$ cat config.mk
export PLATFORM = sky130hd
export DESIGN_NAME = unified_mem_arbiter
export DESIGN_NICKNAME = d
export VERILOG_FILES = /design/src/rtl/unified_mem_arbiter.sv
export SDC_FILE = /design/constraint.sdc
export NUM_CORES = 1
export LEC_CHECK = 0
export CORE_AREA = 2 2 123 125
export DETAILED_ROUTE_END_ITERATION = 12
export DIE_AREA = 0 0 125 127
export PLACE_DENSITY_LB_ADDON = 0.2
export REMOVE_ABC_BUFFERS = 1
export SYNTH_ARGS = -nofsm -noshare
export SYNTH_HDL_FRONTEND = slang
export SYNTH_SLANG_ARGS = --single-unit
$ cat constraint.sdc
create_clock -name clk -period 3 [get_ports clk]
set_clock_uncertainty 0.15 [all_clocks]
set_input_delay 0.6 -clock clk [delete_from_list [all_inputs] [get_ports clk]]
set_output_delay 0.6 -clock clk [all_outputs]
set_load 0.02 [all_outputs]
$ cat src/rtl/unified_mem_arbiter.sv
// unified_mem_arbiter: shares one single-ported memory between fetch and data ports, data first with fetch starvation guard.
// Define ARB_TIMEOUT_EN to add a watchdog that aborts a transaction stuck without mem_ready.
module unified_mem_arbiter #(
   parameter int WIDTH = 32,
   parameter int STARVE_LIMIT = 4,
   parameter int TIMEOUT_CYCLES = 16
) (
   input  logic             clk,
   input  logic             reset,
   input  logic             i_req,
   input  logic [WIDTH-1:0] i_addr,
   output logic [WIDTH-1:0] i_rdata,
   output logic             i_valid,
   input  logic             d_req,
   input  logic             d_we,
   input  logic [WIDTH-1:0] d_addr,
   input  logic [WIDTH-1:0] d_wdata,
   output logic [WIDTH-1:0] d_rdata,
   output logic             d_valid,
   output logic             stall_f,
   output logic             stall_m,
   output logic             mem_req,
   output logic             mem_we,
   output logic [WIDTH-1:0] mem_addr,
   output logic [WIDTH-1:0] mem_wdata,
   input  logic [WIDTH-1:0] mem_rdata,
   input  logic             mem_ready,
   output logic             err
);
   localparam logic [1:0] IDLE = 2'd0, BUSY_I = 2'd1, BUSY_D = 2'd2;
   localparam int SW = $clog2(STARVE_LIMIT + 1);
   localparam logic [SW-1:0] LIMIT = SW'(STARVE_LIMIT);
   logic [1:0] state;
   logic [SW-1:0] streak;
   logic heldWe;
   logic [WIDTH-1:0] heldAddr, heldWdata, readData;
   logic busy, abort, done, grantD, grantI;
   assign busy = state != IDLE;
   // Data wins unless fetch has already lost STARVE_LIMIT times in a row
   assign grantD = !busy && d_req && (!i_req || streak < LIMIT);
   assign grantI = !busy && i_req && !grantD;
   assign done = busy && (mem_ready || abort);
   assign readData = mem_ready ? mem_rdata : '0;
   assign i_valid = done && state == BUSY_I;
   assign d_valid = done && state == BUSY_D;
   assign i_rdata = i_valid ? readData : '0;
   assign d_rdata = d_valid ? readData : '0;
   assign stall_f = i_req && !i_valid;
   assign stall_m = d_req && !d_valid;
   assign mem_req = busy;
   assign mem_we = busy && heldWe;
   assign mem_addr = heldAddr;
   assign mem_wdata = heldWdata;
   always_ff @(posedge clk or posedge reset)
      if (reset) begin
         state <= IDLE;
         streak <= '0;
         heldWe <= 1'b0;
         heldAddr <= '0;
         heldWdata <= '0;
      end else if (busy) begin
         if (done) state <= IDLE;
      end else if (grantD || grantI) begin
         state <= grantD ? BUSY_D : BUSY_I;
         streak <= grantD && i_req ? streak + 1'b1 : '0;
         heldWe <= grantD && d_we;
         heldAddr <= grantD ? d_addr : i_addr;
         heldWdata <= grantD ? d_wdata : '0;
      end
`ifdef ARB_TIMEOUT_EN
   localparam int TW = $clog2(TIMEOUT_CYCLES + 1);
   logic [TW-1:0] waitCnt;
   logic errFlag;
   assign abort = busy && !mem_ready && waitCnt == TW'(TIMEOUT_CYCLES - 1);
   assign err = errFlag;
   always_ff @(posedge clk or posedge reset)
      if (reset) begin
         waitCnt <= '0;
         errFlag <= 1'b0;
      end else begin
         waitCnt <= !busy ? '0 : !mem_ready ? waitCnt + 1'b1 : waitCnt;
         if (abort) errFlag <= 1'b1;
      end
`else
   assign abort = 1'b0;
   assign err = 1'b0;
`endif
endmodule

==> qor.yml <==
grt-ovfl-total: 0
whs_endpoint: "heldWe"
antennaDiodeCount: 0
avgSynthCellArea_um2: 11.1
cts_setup_buffers: 0
drt.antenna.violating_nets: 0
worstReg2RegStart: "state[1]"
fmax_ghz: 0.348
yosys.area_share.simple_pct: 26.4
final_net_count: 719
grt_max_degree: 68
postSynth.asyncResetShare_pct: 100
ctsHoldBuffers: 0
critPathArrivalTime_ps: 2120
synth_warnings: 0
rows: 44
portBuffers: 267
finalHoldViolCount: 0
path_buf_inv: 3
dieArea_um2: 15900
syn_area_um2: 3570
layout-drive-gt1-share_pct: 6.46
drt-total-wl_mm: 12.9
clockBufferDepth: 2
finalInstanceArea_um2: 6710
synth-compound-area-share_pct: 18.5
startpoint: "mem_ready"
drv_slew: 0
start_util_pct: 24.8
setup_violations: 0
layout.cells.non_filler: 772
synth_edf_count: 0
chipWidth_um: 125
wl_per_cell_um: 16.7
ctsResizeCount: 63
worstPathRequired_ps: 2250
holdPathStages: 1
yosysMostFrequentCell: "dfrtp_1"
cts_sinks: 70
ys_top_cells_by_area: "dfrtp_1, and2_1, a221o_1, a22o_1, nor3b_1"
outcome: "finished, final reports clean"
die_h_um: 127
grt_pass1_vias: 3641
place_area_um2: 6480
synthCells: 323
reg2reg_slack_ps: 1150
dp_cells: 757
drtIter0Drc: 114
period_share_pct: 95.7
fin_hold_ws_ps: 345
peakVddDrop_uv: 331
pwr_density_cell_nw_per_um2: 775
critical_path.max_stage_delay_ps: 610
power_mw: 5.20
grt_usage_pct: 15.8
crit_chain: "clkdlybuf4s50_1, nand2_1, nor2_1, buf_12, clkdlybuf4s50_1"
dpl.hpwl_mm: 9.60
rr_worst_depth: 5
worst_slew_pin_slew_ps: 664
clk_latency_ps: 330
path_common_cell: "clkdlybuf4s50_1"
synthTopCellsByCount: "dfrtp_1, and2_1, a22o_1"
synth_top_family_by_area: "simple AND/OR/NAND/NOR gates"
worstHoldStart: "heldWe"
drtPass1Iterations: 4
antenna_found_initial: 0
crit_fanout: 34
r2r-end: "mem_wdata[3]"
vias: 3641
viasPerCell: 4.72
p_leak_nw: 3.17
synth_top_area_share_pct: 49.1
numCtsBuffers: 9
htree_levels: 3
relSlewSlack_pct: 55.7
synth_ff_type: "dfrtp_1"
root_buffer: "clkbuf_16"
gp_congestion: 0.824
cap_violations: 0
core-area_um2: 14400
synth_area_leader_cell: "dfrtp_1"
synth_seq_area_share_pct: 49.1
rsz0062_at_grt: "false"
cp-end-kind: "output port"
fin_crit_ps: 2870
synthMuxAreaShare_pct: 0
synth_seq_cells: 70
area_growth_pct: 87.9
drc: 0
yosys.area_share.adder_pct: 0.350
worstSetupStartpointType: "input pin"
ios: 269
critical_path.top_delay_family: "buffers and inverters"
cts_tree: "built"
grt_pass1_wl_mm: 20.0
hold_path.class: "reg -> reg"
clk_pin_slew_ps: 60
synth-xor-area-share_pct: 0
slowest_stage: "clkdlybuf4s50_1"
synth.distinct_cells: 26
crit_type: "in -> out"
==> flip-flops by register name, indices dropped and copies added, names as in the netlist <==
register,count
heldWe,1
mem_addr,32
streak,3
state,2
mem_wdata,32
==> power breakdown <==
part           leakage [nW]  total [mW]  internal [mW]  switching (mW)
sequential            0.866        1.58           1.34           0.239
combinational          2.16        2.55           1.30            1.25
clock                 0.145        1.07          0.662           0.406
total                  3.17        5.20           3.30            1.90
==> cell families after synthesis <==
logic type / Yosys count
AO/OA/AOI/OAI: 72
adder cells (fa/ha/maj): 1
buffers and inverters: 36
flip-flops: 70
other: 1
AND/OR/NAND/NOR: 143
==> cells in the final DEF, fill, tap and decap left out, types with 2 or more instances in the layout <==
cell	Yosys	layout
clkbuf_16	0	9
buf_12	0	5
o21ai_0	2	2
dlymetal6s2s_1	0	3
dlygate4sd2_1	0	63
dfrtp_1	70	70
and2_1	66	66
clkdlybuf4s50_1	0	201
nor2b_1	3	3
inv_2	1	2
a32o_1	3	3
and3_1	32	32
clkinv_4	0	2
a22o_1	33	33
buf_4	2	11
nand2_1	3	3
a221o_1	32	32
nor3b_1	32	32
nor2_1	3	2
==> how the worst max path moves through the flow <==
| stage | slack (ps) | end | cells past startpoint |
|---|---|---|---|
| final | 130 | d_valid | 5 |
| after detailed placement | -80 | i_rdata[6] | 6 |
| after global placement | -50 | i_rdata[23] | 6 |
| after CTS | 0.8 | d_rdata[26] | 6 |
| after floorplan | -450 | mem_addr[0] | 2 |
| after global routing | 50 | d_valid | 5 |
==> area by class of cell <==
type	instances	area (um^2)
fillers	1383	7710
repair buffers	283	2780
inverters	3	11.3
flip-flops and latches	70	1750
clock inverters	5	60.1
well taps	184	230
multi-input cells	217	1640
clock buffers	10	239
==> metal layers <==
layer | global-route usage (%) | routed length (um) | up-vias
met1 | 18.5 | 5070 | 1737
li1 | - | - | 1707
met3 | 3.35 | 954 | 19
met5 | 0 | 0 | -
met4 | 7.12 | 320 | 0
met2 | 28.0 | 6580 | 178
==> worst register-to-register path: cells and delay by family (launching register included) <==
family          cells  cell delay, ps
simple gates        2             510
compound gates      1             190
flops               1             460
buf+inv             2             480
==> through the flow <==
stage	utilization, %	TNS, ps	setup slack [ps]
detailed placement	45.0	-2360	-76.7
global route	46.5	0	54.9
global placement	45.0	-1530	-47.8
CTS	46.5	0	0.813
floorplan	-	-26740	-450
finish	46.5	0	129
Note: power is estimated with default switching activity, not from simulation.
